$ cat src/rtl/lsu_pkg.sv
// rtl/lsu_pkg.sv - shared RISC-V defines: memory access sizes, widths and LSU state encoding
package _riscv_defines;

    localparam int ADDR_WIDTH = 32;
    localparam int DATA_WIDTH = 32;

    typedef enum logic [1:0] {
        MEM_BYTE = 2'd0,
        MEM_HALF = 2'd1,
        MEM_WORD = 2'd2
    } mem_read_size_t;

    typedef enum logic [2:0] {
        IDLE = 3'd0,
        RD   = 3'd1,
        GAP  = 3'd2,
        WR   = 3'd3,
        DONE = 3'd4
    } lsu_state_t;

    // An access is misaligned when its low address bits do not fit its natural alignment.
    function automatic logic is_misaligned(input mem_read_size_t size, input logic [1:0] addr_lo);
        logic mis;
        mis = 1'b0;
        case (size)
            MEM_HALF: mis = addr_lo[0];
            MEM_WORD: mis = |addr_lo;
            default:  mis = 1'b0;
        endcase
        return mis;
    endfunction

endpackage

$ cat src/rtl/lsu_if.sv
// rtl/lsu_if.sv - word-addressed data cache port between the LSU (master) and the cache (slave)
interface dcache_if;
    import _riscv_defines::*;

    logic                  req_valid;
    logic                  write_en;
    logic [ADDR_WIDTH-1:0] addr;
    mem_read_size_t        size;
    logic                  sign;
    logic [DATA_WIDTH-1:0] write_data;
    logic [DATA_WIDTH-1:0] read_data;
    logic                  resp_valid;

    modport master (
        output req_valid, write_en, addr, size, sign, write_data,
        input  read_data, resp_valid
    );

    modport slave (
        input  req_valid, write_en, addr, size, sign, write_data,
        output read_data, resp_valid
    );

endinterface

$ cat src/rtl/lsu_lane_align.sv
// rtl/lsu_lane_align.sv - byte/half lane extraction for loads and lane merge for sub-word stores
module lsu_lane_align
    import _riscv_defines::*;
(
    input  logic [DATA_WIDTH-1:0] rd_word_i,
    input  logic [DATA_WIDTH-1:0] base_word_i,
    input  logic [DATA_WIDTH-1:0] wdata_i,
    input  logic [1:0]            lane_i,
    input  mem_read_size_t        size_i,
    input  logic                  sign_i,
    output logic [DATA_WIDTH-1:0] load_data_o,
    output logic [DATA_WIDTH-1:0] merge_data_o
);

    logic [7:0]  byte_sel;
    logic [15:0] half_sel;

    // Pick the addressed lane out of the read word and extend it to a full register value.
    always_comb begin
        byte_sel    = rd_word_i[{lane_i, 3'b000} +: 8];
        half_sel    = rd_word_i[{lane_i[1], 4'b0000} +: 16];
        load_data_o = rd_word_i;
        case (size_i)
            MEM_BYTE: load_data_o = {{(DATA_WIDTH-8){sign_i & byte_sel[7]}}, byte_sel};
            MEM_HALF: load_data_o = {{(DATA_WIDTH-16){sign_i & half_sel[15]}}, half_sel};
            default:  load_data_o = rd_word_i;
        endcase
    end

    // Replace only the addressed lane of the previously read word; word stores pass straight through.
    always_comb begin
        merge_data_o = base_word_i;
        case (size_i)
            MEM_BYTE: merge_data_o[{lane_i, 3'b000} +: 8]     = wdata_i[7:0];
            MEM_HALF: merge_data_o[{lane_i[1], 4'b0000} +: 16] = wdata_i[15:0];
            default:  merge_data_o = wdata_i;
        endcase
    end

endmodule

$ cat src/rtl/lsu.sv
// rtl/lsu.sv - single-outstanding load/store unit with read-modify-write for sub-word stores; optional LSU_MISALIGN_TRAP_EN
module lsu
    import _riscv_defines::*;
#(
    parameter int WORD_IDX_W = 12
) (
    input  logic                  clk,
    input  logic                  rst_n,
    input  logic                  req_valid,
    output logic                  req_ready,
    input  logic                  req_write_en,
    input  logic [ADDR_WIDTH-1:0] req_addr,
    input  logic [DATA_WIDTH-1:0] req_wdata,
    input  mem_read_size_t        req_size,
    input  logic                  req_sign,
    output logic                  resp_valid,
    output logic [DATA_WIDTH-1:0] resp_rdata,
    output logic                  resp_misalign,
    dcache_if.master              dcache_if
);

    lsu_state_t            state_q;
    logic                  write_q;
    logic [ADDR_WIDTH-1:0] addr_q;
    logic [DATA_WIDTH-1:0] wdata_q;
    mem_read_size_t        size_q;
    logic                  sign_q;
    logic [DATA_WIDTH-1:0] word_q;
    logic                  dc_req_q;
    logic                  dc_we_q;
    logic                  resp_valid_q;
    logic [DATA_WIDTH-1:0] rdata_q;
    logic [DATA_WIDTH-1:0] load_data;
    logic [DATA_WIDTH-1:0] merge_data;
    logic                  unused_addr_hi;

    // Address bits above the word index never reach the cache.
    assign unused_addr_hi = ^addr_q[ADDR_WIDTH-1:WORD_IDX_W+2];

    lsu_lane_align u_lane_align (
        .rd_word_i    (dcache_if.read_data),
        .base_word_i  (word_q),
        .wdata_i      (wdata_q),
        .lane_i       (addr_q[1:0]),
        .size_i       (size_q),
        .sign_i       (sign_q),
        .load_data_o  (load_data),
        .merge_data_o (merge_data)
    );

    assign req_ready            = (state_q == IDLE);
    assign resp_valid           = resp_valid_q;
    assign resp_rdata           = rdata_q;
    assign dcache_if.req_valid  = dc_req_q;
    assign dcache_if.write_en   = dc_we_q;
    assign dcache_if.addr       = ADDR_WIDTH'(addr_q[WORD_IDX_W+1:2]);
    assign dcache_if.size       = size_q;
    assign dcache_if.sign       = sign_q;
    assign dcache_if.write_data = merge_data;

`ifdef LSU_MISALIGN_TRAP_EN
    logic misalign_q;
    assign resp_misalign = misalign_q;
`else
    assign resp_misalign = 1'b0;
`endif

    // Access sequencer; cache strobes are registered alongside the state they belong to.
    always_ff @(posedge clk) begin
        if (!rst_n) begin
            state_q      <= IDLE;
            write_q      <= 1'b0;
            addr_q       <= '0;
            wdata_q      <= '0;
            size_q       <= MEM_BYTE;
            sign_q       <= 1'b0;
            word_q       <= '0;
            dc_req_q     <= 1'b0;
            dc_we_q      <= 1'b0;
            resp_valid_q <= 1'b0;
            rdata_q      <= '0;
`ifdef LSU_MISALIGN_TRAP_EN
            misalign_q   <= 1'b0;
`endif
        end else begin
            case (state_q)
                IDLE: begin
                    if (req_valid) begin
                        write_q <= req_write_en;
                        addr_q  <= req_addr;
                        wdata_q <= req_wdata;
                        size_q  <= req_size;
                        sign_q  <= req_sign;
`ifdef LSU_MISALIGN_TRAP_EN
                        misalign_q <= 1'b0;
                        if (is_misaligned(req_size, req_addr[1:0])) begin
                            state_q      <= DONE;
                            resp_valid_q <= 1'b1;
                            rdata_q      <= '0;
                            misalign_q   <= 1'b1;
                        end else
`endif
                        if (req_write_en && (req_size == MEM_WORD)) begin
                            state_q  <= WR;
                            dc_req_q <= 1'b1;
                            dc_we_q  <= 1'b1;
                        end else begin
                            state_q  <= RD;
                            dc_req_q <= 1'b1;
                        end
                    end
                end
                RD: begin
                    if (dcache_if.resp_valid) begin
                        word_q   <= dcache_if.read_data;
                        dc_req_q <= 1'b0;
                        if (write_q) begin
                            state_q <= GAP;
                        end else begin
                            state_q      <= DONE;
                            resp_valid_q <= 1'b1;
                            rdata_q      <= load_data;
                        end
                    end
                end
                GAP: begin
                    state_q  <= WR;
                    dc_req_q <= 1'b1;
                    dc_we_q  <= 1'b1;
                end
                WR: begin
                    if (dcache_if.resp_valid) begin
                        state_q      <= DONE;
                        dc_req_q     <= 1'b0;
                        dc_we_q      <= 1'b0;
                        resp_valid_q <= 1'b1;
                        rdata_q      <= '0;
                    end
                end
                DONE: begin
                    state_q      <= IDLE;
                    resp_valid_q <= 1'b0;
                end
                default: begin
                    state_q  <= IDLE;
                    dc_req_q <= 1'b0;
                    dc_we_q  <= 1'b0;
                end
            endcase
        end
    end

endmodule

$ cat src/flat_wrapper.sv
// flat-port wrapper written by rule: the top's interface ports become plain ports
module lsu_flat import _riscv_defines::*;
#(
    parameter int WORD_IDX_W = 12
)
  (clk, rst_n, req_valid, req_ready, req_write_en, req_addr, req_wdata, req_size, req_sign, resp_valid, resp_rdata, resp_misalign, dcache_if_req_valid, dcache_if_write_en, dcache_if_addr, dcache_if_size, dcache_if_sign, dcache_if_write_data, dcache_if_read_data, dcache_if_resp_valid);
  dcache_if dcache_if_i ();
  input  logic clk;
  input  logic rst_n;
  input  logic req_valid;
  output logic req_ready;
  input  logic req_write_en;
  input  logic [ADDR_WIDTH-1:0] req_addr;
  input  logic [DATA_WIDTH-1:0] req_wdata;
  input  mem_read_size_t req_size;
  input  logic req_sign;
  output logic resp_valid;
  output logic [DATA_WIDTH-1:0] resp_rdata;
  output logic resp_misalign;
  output wire logic [$bits(dcache_if_i.req_valid)-1:0] dcache_if_req_valid;
  output wire logic [$bits(dcache_if_i.write_en)-1:0] dcache_if_write_en;
  output wire logic [$bits(dcache_if_i.addr)-1:0] dcache_if_addr;
  output wire logic [$bits(dcache_if_i.size)-1:0] dcache_if_size;
  output wire logic [$bits(dcache_if_i.sign)-1:0] dcache_if_sign;
  output wire logic [$bits(dcache_if_i.write_data)-1:0] dcache_if_write_data;
  input wire logic [$bits(dcache_if_i.read_data)-1:0] dcache_if_read_data;
  input wire logic [$bits(dcache_if_i.resp_valid)-1:0] dcache_if_resp_valid;
  assign dcache_if_req_valid = dcache_if_i.req_valid;
  assign dcache_if_write_en = dcache_if_i.write_en;
  assign dcache_if_addr = dcache_if_i.addr;
  assign dcache_if_size = dcache_if_i.size;
  assign dcache_if_sign = dcache_if_i.sign;
  assign dcache_if_write_data = dcache_if_i.write_data;
  assign dcache_if_i.read_data = dcache_if_read_data;
  assign dcache_if_i.resp_valid = dcache_if_resp_valid;
  lsu #(.WORD_IDX_W(WORD_IDX_W)) u_core (.clk(clk), .rst_n(rst_n), .req_valid(req_valid), .req_ready(req_ready), .req_write_en(req_write_en), .req_addr(req_addr), .req_wdata(req_wdata), .req_size(req_size), .req_sign(req_sign), .resp_valid(resp_valid), .resp_rdata(resp_rdata), .resp_misalign(resp_misalign), .dcache_if(dcache_if_i));
endmodule
$ cat config.mk
export PLATFORM = sky130hd
export DESIGN_NAME = lsu_flat
export DESIGN_NICKNAME = d
export VERILOG_FILES = /design/src/rtl/lsu_pkg.sv /design/src/rtl/lsu_if.sv /design/src/rtl/lsu_lane_align.sv /design/src/rtl/lsu.sv /design/src/flat_wrapper.sv
export SDC_FILE = /design/constraint.sdc
export NUM_CORES = 1
export LEC_CHECK = 0
export ABC_CLOCK_PERIOD_IN_PS = 2000
export CAP_MARGIN = 20
export CORE_MARGIN = 2
export CORE_UTILIZATION = 40
export DETAILED_ROUTE_END_ITERATION = 6
export GPL_TIMING_DRIVEN = 0
export PLACE_DENSITY = 0.85
export SETUP_SLACK_MARGIN = 0.02
export SYNTH_ARGS = -nofsm -noshare
export SYNTH_HDL_FRONTEND = slang
export SYNTH_SLANG_ARGS = --single-unit
$ cat constraint.sdc
create_clock -name clk -period 2 [get_ports clk]
set_input_delay 0.3 -clock clk [delete_from_list [all_inputs] [get_ports clk]]
set_output_delay 0.3 -clock clk [all_outputs]
set_load 0.02 [all_outputs]
; ---- Word-level counts from Yosys, hierarchy flattened
; Cells that the tools add are included.
[word_totals]
regBits = 120
inputBits = 104
wordCells = 73
[op_classes]
n_addsub = 2
eq_ne = 12
shifts = 6
mux = 24
bitwise = 4
n_reduce_logical = 14
[ops]
columns = operator, count
row1 = $pmux 32 s2, 3
row2 = $mux 32, 3
row3 = $bwmux 32, 2
row4 = $shift 16x7->32 const A, 1
row5 = $shift 8x7->32 const A, 1
row6 = $shiftx 16x7->32, 1
row7 = $shiftx 32x6->16, 1
row8 = $shiftx 32x6->8, 1
row9 = $shiftx 8x7->32, 1
row10 = $neg 5->7, 2
row11 = $mux 3, 4
row12 = $pmux 3 s4, 1
row13 = $reduce_and 4->1, 3
row14 = $ne 2x2->1 const B, 4
row15 = $pmux 1 s4, 2
row16 = $mux 1, 7
row17 = $eq 3x2->1 const B, 2
row18 = $reduce_and 3->1, 2
row19 = $ne 2x1->1 const B, 2
row20 = $reduce_and 2->1, 2
row21 = $reduce_or 2->1, 2
row22 = $eq 3x1->1 const B, 1
row23 = $eq 3x3->1 const B, 1
row24 = $logic_not 3->1, 1
row25 = other kinds (10), 12

; ---- Logic depth before layout (Yosys ltp)
[logic_depth]
ltp_word = 6
mapped_depth = 8
mapped_depth_nobuf = 6

; ---- Modules after synthesis
; Synthesis repeated with hierarchy kept, for this count alone.
[hier_totals]
cells_unflattened = 812
area_unflattened_um2 = 6457.4
[by_module_without_submodules]
columns = module, instances, cells_each, area_per_inst_um2, seq_area_each_um2
row1 = lsu, 1, 507, 4469.3, 2402.3
row2 = lsu_lane_align, 1, 305, 1988.2, 0.0

; ---- Least setup slack after synthesis
; OpenSTA, ideal clock, no wires.
[synth_timing]
path_kind = register to output
from = register u_core.addr_q[1]
to = output dcache_if_write_data[24]
arrival_time_ns = 1.861
path_slack_ns = -0.161
stages_incl_launch_ff = 9
n_path_buf = 2
cell_sequence = dfxtp_1 > buf_2 > inv_1 > ha_1 > nor2_1 > and4_1 > buf_1 > a21oi_1 > o221ai_1
[synth_via]
elab_chain_len = 4
elab_cells_between_ends = 9
[synth_lines]
columns = element, line_no
row1 = start: declaration, lsu.sv:24  ; logic [ADDR_WIDTH-1:0] addr_q;
row2 = start signal: assignment, lsu.sv:90  ; addr_q <= req_addr;
row3 = $neg 5->7 (on tied branches), "lsu_lane_align.sv:35, lsu_lane_align.sv:34"
row4 = "$shiftx 16x7->32, or another cell as far along", lsu_lane_align.sv:35  ; MEM_HALF: merge_data_o[{lane_i[1], 4'b0000} +: 16] = wdata_i[15:0];
row5 = $bwmux 32 (on tied branches), "lsu_lane_align.sv:35, lsu_lane_align.sv:34"
row6 = $pmux 32 s2 *, lsu_lane_align.sv:33  ; case (size_i)
row7 = end: declaration, flat_wrapper.sv:25  ; output wire logic [$bits(dcache_if_i.write_data)-1:0] dcache_if_write_data;
; Every way passes the cells marked *; elsewhere a longest branch is shown, timed or not.

; ---- Worst setup path in the final report
[layout_timing]
from = register u_core.addr_q[1]
to = output dcache_if_write_data[21]
; Same word-level chain as after synthesis.

==> Flow_metrics.wiki <==
{| class="wikitable"
! Metric !! Value
|-
| DRC violations left || 15
|-
| Post-route setup TNS || -11.64 ns
|-
| Synth Warn # || 0
|-
| Number of antenna violations at the first check in global routing || 0
|-
| Final critical-path setup slack || -0.439 ns
|-
| Combinational group share of total power || 0.208
|-
| Unique cell type count in the Yosys netlist || 51
|-
| Mean instance size in the synthesized netlist || approximately 8.3 sq um
|-
| Row cnt || 44
|-
| Number of input and output port buffers inserted || about 170
|-
| ANT cells || 0
|-
| Number of maximum-capacitance constraint violations || 0
|-
| Length of the first detailed-routing pass in iterations || 7
|-
| DR vias || 6198
|-
| Fraction of the yosys area taken by sequential cells || 0.400
|-
| Clock root buffer || sky130_fd_sc_hd__clkbuf_16
|-
| VDD IR-drop max || roughly 0.68 mV
|-
| Clk sink count || 120
|-
| Peak Freq || 410 MHz
|-
| Number of I/O pins || 208
|-
| Setup-failing EPs final || 32
|-
| Standby leakage power || ~3.6 nW
|-
| Global Route Usage Sum || 0.252
|-
| Net Switching || just over 2 mW
|-
| Crit. End Element || output pin
|-
| Total wire length || about 21000 um
|-
| Half-perimeter wire length after placement || approximately 15000 um
|-
| Initial DRC Count || 766
|-
| Wire length of the first global-routing pass || around 32000 um
|-
| Worst Hold Class || input port to register
|-
| Worst-skew pair later-pin latency || approximately 0.42 ns
|-
| Crit Path Class || register to output pin
|-
| Placeable core region || approximately 15000 sq um
|-
| Clock Skew || 0.00748 ns
|-
| Post-synthesis async set-or-reset flop share || 0
|-
| Data arrival time of the critical path || about 2.1 ns
|-
| Crit Path Max Fanout || 8
|-
| Endpoint of the lowest-slack register-to-register path || u_core.resp_rdata[5]
|-
| Routed length per placed instance || about 19 um
|-
| Fraction of power consumed by sequential logic || 0.357
|-
| Predominant post-synthesis flop cell || sky130_fd_sc_hd__dfxtp_1
|-
| Clock Power Share || 0.435
|-
| Min Tclk post-route || 2.44 ns
|-
| Buffers from clock root to sink, at most || 2
|-
| Tcrit/Tclk final || 1.22
|-
| Internal power of the cells || around 5.4 mW
|-
| Run status || complete, but fails checks
|-
| Largest stage delay, worst path || around 0.36 ns
|-
| Startpoint of the most critical register-to-register path || u_core.addr_q[1]
|-
| EDFF count, synth || 0
|-
| WP data required || about 1.7 ns
|-
| Violated checks || DRC, setup timing
|-
| Worst reg-to-reg setup slack || approximately 0.040 ns
|-
| Fill cell total of the finished layout || 1167
|-
| Worst Max-Slew Pin Slew || 0.592 ns
|-
| WP depth || 8
|-
| Initial cell density of the core || 0.412
|-
| Count of state elements after synthesis || 120
|-
| Min Hold Slack || between 0.4 and 0.5 ns
|-
| Sum of overflow across all layers after global routing || 0
|-
| Number of global-route vias before repair || about 6k
|-
| Sort of element at the start of the critical path || register
|-
| Buffers & Inverters on Critical Path || 3
|-
| CP Cell Sequence || buf_4 > ha_4 > nor2b_4 > a41oi_4 > buf_12 > nor3_2 > a221o_1 > buf_6
|-
| Routability cong. || 0.933
|-
| Clock transition at the registers of the reported paths || 0.05 ns
|-
| Cell type of the slowest stage on the worst timing path || sky130_fd_sc_hd__dfxtp_4
|-
| Worst path top cell family by delay || compound AO/OA/AOI/OAI gates
|-
| Hold bufs inserted after CTS || 0
|-
| Share of final-layout standard cells stronger than drive strength 1 || 0.224
|-
| Power per standard cell area || 809 nW/um^2
|-
| Antenna Violating Nets Remaining || 0
|-
| Headroom to the max-slew limit || 0.605
|-
| Net switching share of the total power || 0.273
|-
| Gate count of the mapped netlist || slightly above 700
|-
| Pin count of the biggest net entering global routing || 17
|-
| Area growth, synth to finish || 52.4%
|-
| Die span in y || 127 um
|-
| Final-report max-slew violation count || 0
|-
| Worst Reg-to-Reg Cells || 7
|-
| Post-synthesis cell area || 6000 sq um
|-
| Most frequent cells in the layout || sky130_fd_sc_hd__nand2_1, sky130_fd_sc_hd__clkdlybuf4s50_1, sky130_fd_sc_hd__dfxtp_1
|-
| Leading cell type in the layout, fill and taps excluded || sky130_fd_sc_hd__nand2_1
|-
| Horizontal die dimension || approximately 130 um
|-
| Final net count || between 1k and 1.5k
|-
| CTS tree || yes
|-
| Die ar. || between 15000 and 20000 sq um
|-
| Start point of the critical path || u_core.addr_q[1]
|-
| Final Hold Fails || 0
|-
| Clock H-tree levels || 4
|-
| Critical path endpoint || dcache_if_write_data[21]
|-
| RSZ-0062 raised after global routing || yes
|-
| Routed via count divided by cell count || approximately 5.4
|-
| Number of clock buffers inserted by TritonCTS || 17
|}
## flip-flops by register name, summed over array words and instances (netlist names)
signal                      cells
u_core.addr_q                  14
u_core.dcache_if.req_valid      1
u_core.dcache_if.sign           1
u_core.dcache_if.size           2
u_core.dcache_if.write_en       1
u_core.resp_rdata              32
u_core.resp_valid               1
u_core.state_q                  3
u_core.wdata_q                 32
u_core.word_q                  32
u_core.write_q                  1
## power by group through the flow
stage          Sequential, mW  Clock, mW  Combinational [mW]
3_3_place_gp             2.68          0                1.35
2_1_floorplan            2.68          0               0.768
3_5_place_dp             2.68          0                1.36
4_1_cts                  2.64       3.23                1.45
5_1_grt                  2.65       3.36                1.64
6_report                 2.65       3.22                1.54
## per-stage QoR
stage	setup WS (ns)	power, mW	instances	util	instance area, sq um
floorplan	0.0451	3.45	740	-	6140
global placement	-0.866	4.03	1091	0.552	8050
detailed placement	-0.914	4.04	1091	0.552	8050
CTS	-0.379	7.32	1133	0.614	8960
global route	-0.468	7.66	1138	0.627	9150
finish	-0.439	7.41	1138	0.627	9150
## synth_stat cells (9+ instances only)
cell type                  instances  area (sq um)
sky130_fd_sc_hd__a21boi_0         83           623
sky130_fd_sc_hd__a21oi_1          13          65.1
sky130_fd_sc_hd__a221o_1          16           160
sky130_fd_sc_hd__a22o_1           15           131
sky130_fd_sc_hd__a22o_2           10           100
sky130_fd_sc_hd__buf_2            15          75.1
sky130_fd_sc_hd__buf_4            34           255
sky130_fd_sc_hd__clkbuf_1         35           131
sky130_fd_sc_hd__dfxtp_1         120          2400
sky130_fd_sc_hd__inv_1            27           101
sky130_fd_sc_hd__mux2_2            9           101
sky130_fd_sc_hd__nand2_1         184           691
sky130_fd_sc_hd__nand2b_1         19           119
sky130_fd_sc_hd__nor2_1           14          52.6
sky130_fd_sc_hd__nor2b_1          12          75.1
sky130_fd_sc_hd__nor3_1           12          60.1
sky130_fd_sc_hd__o21ai_0          12          60.1
## kinds of logic (layout without fill, tap and decap cells)
kind of cell             after synthesis  after routing  synth area share
AND/OR/NAND/NOR                      266            266             0.200
buffers and inverters                115            329            0.0975
other                                  1             21          0.000625
adder cells (fa/ha/maj)                5              5            0.0104
flip-flops                           120            120             0.400
AO/OA/AOI/OAI                        196            196             0.262
multiplexers                          17             17            0.0302
## tightest hold or removal path, delay by kind of cell
family / cells / cell delay, ns
AOI/OAI and AO/OA: 1 / 0.08
buffers and inverters: 1 / 0.21
and+or+nand+nor: 2 / 0.18
## metal layers
layer | vias to the layer above | global-route usage | wire length, um
li1 | 2886 | - | -
met2 | 368 | 0.404 | 9700
met5 | - | 0 | 0
met4 | 0 | 0.0976 | 669
met1 | 2875 | 0.314 | 8300
met3 | 69 | 0.0852 | 2390
## worst min-delay path by stage
stage	startpoint	end	cells past startpoint
finish	dcache_if_resp_valid	u_core.state_q[0]	4
global route	dcache_if_resp_valid	u_core.dcache_if.req_valid	4
CTS	req_addr[0]	u_core.addr_q[0]	3
detailed placement	u_core.resp_rdata[13]	u_core.resp_rdata[13]	1
global placement	u_core.resp_rdata[8]	u_core.resp_rdata[8]	1
floorplan	req_valid	u_core.state_q[0]	2
## layout make-up
| cell class | count | area (sq um) | area share |
|---|---|---|---|
| well taps | 184 | 230 | 0.0252 |
| plain buffers | 86 | 541 | 0.0590 |
| clock inverters | 9 | 148 | 0.0161 |
| multi-input cells | 505 | 3430 | 0.375 |
| flip-flops and latches | 120 | 2410 | 0.263 |
| inverters | 27 | 114 | 0.0124 |
| repair buffers | 186 | 1810 | 0.198 |
| clock buffers | 21 | 470 | 0.0514 |
## what timing repair did
item / CTS / global route
setup endpoints to repair: 52 / 52
gates resized for setup: 229 / 39
cloned: 0 / 0
buffers inserted: 12 / 8
pin swaps: 15 / 8
No activity file was read; power rests on OpenSTA's default activity.
==> variant 1 (config.mk and constraints unchanged) <==
Change the package constant `ADDR_WIDTH` from 32 to 64.
--- a/src/rtl/lsu_pkg.sv
+++ b/src/rtl/lsu_pkg.sv
@@ -1,7 +1,7 @@
 // rtl/lsu_pkg.sv - shared RISC-V defines: memory access sizes, widths and LSU state encoding
 package _riscv_defines;
 
-    localparam int ADDR_WIDTH = 32;
+    localparam int ADDR_WIDTH = 64;
     localparam int DATA_WIDTH = 32;
 
     typedef enum logic [1:0] {
Ports: changed (resized dcache_if_addr and req_addr); port bits go from 208 to 272. The function was not compared with the original's and may differ.
==> variant 1 against the unedited design <==
The run still ends with DRC, setup timing left; area after synthesis grew 4.0%; global-route usage rose by 0.57 points; sequential cell count unchanged; cell area increased by 5.1%; total power increased by 2.3%; first-iteration DRC count increased by 0.78%; routed wire length increased by 6.0%; worst setup slack improved by 10 ps; die area increased by 3.9%; cell count is 6.3% higher; sequential share of layout area is 1.3 points lower; count of clock-buffer cells in the layout stayed put; largest power group unchanged.
==> variant 1: results <==
group,metric,value,unit
status,outcome,"finished with violations",
status,failing_checks,"DRC, setup timing",
synthesis,synth-compound-area-share,0.251,
global_route,grt_first_pass_wirelength,32700,µm
worst_setup_path,cp_slowest_stage_delay,320,ps
sta,timing.final.ws_setup,-429,ps
global_route,number_of_antenna_violations_at_the_first_check_in_global_routing,0,
cts,clkSlewWorstSetupHoldPaths,50,ps
cts,ctsHtreeMaxLevel,4,
placement,gp_routability_congestion,0.921,
sta,totalNegativeSetupSlack,-11900,ps
worst_hold_path,hold_class,"in2reg",
route,postRouteWirelength,22300,µm
worst_setup_path,reg2reg_from,"u_core.state_q[1]$_SDFFE_PN0P_",
synthesis,postSynthCellCount,752,
finish,drive_gt1_frac,0.245,
cts,insertion_delay,430,ps
route,post-route-drc-count,3,
worst_setup_path,critical_path.max_fanout,8,
synthesis,yosys.area_share.xor_xnor,0,
synthesis,synthDistinctLibCells,51,
global_route,grt_start_max_net_pins,17,
power,peakVddDrop,545,µV
worst_hold_path,worst_min_delay_path_startpoint,"dcache_if_resp_valid",
synthesis,leading_cell_types_by_count_after_synthesis,"sky130_fd_sc_hd__nand2_1, sky130_fd_sc_hd__dfxtp_1, sky130_fd_sc_hd__a21boi_0",
placement,hpwlAfterDp,15400,µm
cts,tritoncts.num_buffers,17,
synthesis,post_synth_main_area_contributors,"sky130_fd_sc_hd__dfxtp_1, sky130_fd_sc_hd__nand2_1, sky130_fd_sc_hd__a21boi_0",
cts,cts_buffer_depth,2,
synthesis,synth_async_sr_flop_share,0,
global_route,via_count_of_the_first_global_routing_pass,6073,
power,static-leakage-power,0.00388,µW
sta,timing.clock.skew,8.13,ps
worst_setup_path,crit_slowest_cell,"sky130_fd_sc_hd__dfxtp_2",
worst_setup_path,worst_ep_arrival_time,2130,ps
global_route,use_met2,0.424,
sta,finalSetupViolations,32,
global_route,use_met1,0.311,
synthesis,yosys_warnings,0,
synthesis,seq_total_area_yosys,0.385,
route,detailroute.via_count,6462,
placement,dpl_cell_area,8410,µm²
finish,layout.cells.non_filler,1210,
synthesis,synth.area.mux_share,0.0291,
route,dr.first_iter.drc_count,772,
global_route,globalRouteMet3Util,0.0694,
route,number_of_iterations_in_the_first_detailed_routing_pass,7,
global_route,groute.usage.overall,0.258,
sta,slew-limit-headroom,0.588,
placement,numPortBuffers,167,
cts,cts.root.buffer_cell,"sky130_fd_sc_hd__clkbuf_16",
worst_setup_path,timing.critical_path.max_delay_family,"buffers and inverters",
synthesis,synthAdderAreaFrac,0.0100,
worst_setup_path,crit_path_start,"u_core.addr_q[1]$_SDFFE_PN0P_",
[variant 1: cell count changes after synthesis, sizes merged]
cell,before,now
buf,53,85
[variant 1: cell families (layout without fill, tap and decap cells)]
group,count (synthesis),count (layout)
and+or+nand+nor,266,266
AOI/OAI and AO/OA,196,196
buffers and inverters,147,364
DFF,120,120
muxes,17,17
adders and majority gates,5,5
other,1,54
[variant 1: stage by stage]
stage          setup WS [ps]  total power [µW]
2_1_floorplan           45.1              3550
3_3_place_gp            -815              4120
3_5_place_dp            -883              4150
4_1_cts                 -355              7440
5_1_grt                 -454              7790
6_report                -429              7570
[variant 1: report_power, final]
| part | switching (µW) | internal [µW] | total, µW |
|---|---|---|---|
| registers | 127 | 2530 | 2650 |
| clock network | 1100 | 2130 | 3230 |
| logic | 925 | 769 | 1690 |
[variant 1: path summary, 6_finish.rpt]
kind | end | slack (ps) | depth (start not counted)
setup reg to reg | u_core.resp_rdata[6]$_SDFFE_PN0P_ | 120 | 7
setup / recovery | dcache_if_write_data[16] | -430 | 10
hold reg to reg | u_core.resp_rdata[13]$_SDFFE_PN0P_ | 450 | 1
hold / removal | u_core.state_q[1]$_SDFFE_PN0P_ | 370 | 3
[variant 1: layer usage]
layer	share of wire	wire length, µm
met4	0.050	1110
met5	0	0
met2	0.46	10400
met3	0.10	2280
met1	0.38	8560
[variant 1: worst reg2reg max path, delay by kind of cell, from the launching register on]
family / cells / cell delay (ps)
buffers and inverters: 3 / 890
AND/OR/NAND/NOR: 3 / 420
flip-flops: 1 / 290
AO/OA/AOI/OAI: 1 / 210
[variant 1: layout make-up]
cell class / instances / area (µm²)
antenna: 1 / 2.50
inverter: 27 / 116
clock buffer: 21 / 460
fill: 1193 / 5580
multi-input combinational: 537 / 3580
sequential: 120 / 2410
buffer: 119 / 783
tap: 188 / 235
timing repair buffer: 187 / 1880
clock inverter: 10 / 150
[variant 1: what timing repair did]
item | 4_1_cts | 5_1_grt
setup buffers | 16 | 4
resized for setup | 234 | 51
gates cloned | 1 | 0
setup endpoints to repair | 50 | 53
pin swaps | 17 | 13
==> variant 2 (config.mk and constraints unchanged) <==
Made on the original files. Reset style: asynchronous (`rst_n`), changed in one clocked block.
--- a/src/rtl/lsu.sv
+++ b/src/rtl/lsu.sv
@@ -66,7 +66,7 @@
 `endif
 
     // Access sequencer; cache strobes are registered alongside the state they belong to.
-    always_ff @(posedge clk) begin
+    always_ff @(posedge clk or negedge rst_n) begin
         if (!rst_n) begin
             state_q      <= IDLE;
             write_q      <= 1'b0;
Formal check against the unedited RTL: differs if rst_n is asserted again (counterexample within 4 cycles, from zero or initial values and one cycle with rst_n low); with rst_n held inactive, the same outputs for 4 cycles.
==> variant 2 against the unedited design <==
The flow finishes with violations (setup timing); global-route usage down 0.16 points; register-to-register slack worse by 130 ps; sequential cell count unchanged; routed wire length down 0.44%; area after synthesis up 5.0%; cell area up 5.5%; worst setup slack worse by 260 ps; maximum frequency down 9.8%.
Power is not compared: it rests on default switching activity, and its combinational part moved more than twofold at a synthesized area within 25%.
==> variant 2: results <==
group,metric,value,unit
synthesis,synth-compound-area-share,0.172,
worst_hold_path,hold_class,"in2async",
placement,gp_routability_congestion,0.914,
route,post-route-drc-count,0,
worst_setup_path,regToRegSetupSlack,-90,ps
worst_setup_path,critical_path.reg2reg.endpoint,"u_core.resp_rdata[13]$_DFFE_PN0P_",
global_route,globalRouteMet3Util,0.0665,
synthesis,seq_total_area_yosys,0.476,
status,failing_checks,"setup timing",
global_route,grt_first_pass_wirelength,31300,µm
global_route,grt_start_max_net_pins,92,
route,wl_per_cell,20.7,µm
worst_setup_path,worst_ep_arrival_time,2400,ps
synthesis,synthDistinctLibCells,48,
worst_setup_path,endpoint,"dcache_if_write_data[9]",
synthesis,synth.area.mux_share,0.172,
sta,timing.final.ws_setup,-704,ps
sta,slew-limit-headroom,0.626,
route,m1WireLength,8610,µm
finish,filler_cell_count,1220,
worst_setup_path,reg2reg_from,"u_core.addr_q[1]$_DFFE_PN0P_",
synthesis,synthAdderAreaFrac,0.00992,
synthesis,leading_cell_types_by_count_after_synthesis,"sky130_fd_sc_hd__dfrtp_1, sky130_fd_sc_hd__mux2_2, sky130_fd_sc_hd__nand2_1",
route,met3_wire_length,1820,µm
placement,place.detailed.instances,958,
placement,numPortBuffers,168,
route,viasPerCell,5.58,
global_route,groute.usage.overall,0.251,
synthesis,post_synth_main_area_contributors,"sky130_fd_sc_hd__dfrtp_1, sky130_fd_sc_hd__mux2_2, sky130_fd_sc_hd__buf_4",
worst_setup_path,cp_slowest_stage_delay,390,ps
worst_setup_path,timing.critical_path.max_delay_family,"buffers and inverters",
route,dr.first_iter.drc_count,420,
worst_setup_path,crit_slowest_cell,"sky130_fd_sc_hd__dfrtp_2",
status,outcome,"finished with violations",
global_route,via_count_of_the_first_global_routing_pass,5467,
global_route,use_met1,0.333,
synthesis,synth_async_sr_flop_share,1.00,
sta,worst_hold_slack,320,ps
placement,hpwlAfterDp,15000,µm
route,met2_wirelength,10000,µm
placement,dpl_cell_area,8720,µm²
sta,finalSetupViolations,38,
sta,timing.clock.skew,9.79,ps
finish,final_net_count,897,
placement,pre_cts_ws,-1090,ps
variant 2: worst min path at each step:
stage / startpoint / to / cells past startpoint
after floorplan: rst_n / u_core.addr_q[0]$_DFFE_PN0P_ / 0
after global placement: u_core.resp_rdata[0]$_DFFE_PN0P_ / u_core.resp_rdata[0]$_DFFE_PN0P_ / 1
after detailed placement: rst_n / u_core.addr_q[2]$_DFFE_PN0P_ / 1
after CTS: rst_n / u_core.addr_q[2]$_DFFE_PN0P_ / 2
after global routing: rst_n / u_core.addr_q[10]$_DFFE_PN0P_ / 2
final: rst_n / u_core.addr_q[2]$_DFFE_PN0P_ / 2
variant 2: power groups by stage:
stage | sequential [µW] | combinational, µW | clock [µW]
finish | 4850 | 10900 | 2820
global route | 4950 | 11500 | 2970
CTS | 4770 | 10500 | 2840
detailed placement | 4770 | 9900 | 0
global placement | 4740 | 9720 | 0
floorplan | 4770 | 6000 | 0
variant 2: layout make-up:
class	instances	area, µm²	area share
Buffer	73	548	0.0567
Clock buffer	23	458	0.0474
Clock inverter	9	76.3	0.00790
Inverter	7	38.8	0.00402
Multi-Input combinational cell	375	3320	0.344
Sequential cell	120	3010	0.311
Tap cell	211	264	0.0273
Timing Repair Buffer	194	1940	0.201
variant 2: what timing repair did:
action / in CTS / in global routing
pin swaps: 27 / 17
hold endpoints to repair: 29 / 0
endpoints found under the setup margin: 54 / 111
setup buffers: 17 / 7
gates resized for setup: 211 / 43
hold buffers: 1 / 0
variant 2: stage by stage:
stage / utilization / setup TNS, ps
global route: 0.631 / -22700
CTS: 0.621 / -21810
floorplan: - / -4690
finish: 0.631 / -20400
detailed placement: 0.569 / -45370
global placement: 0.567 / -533750
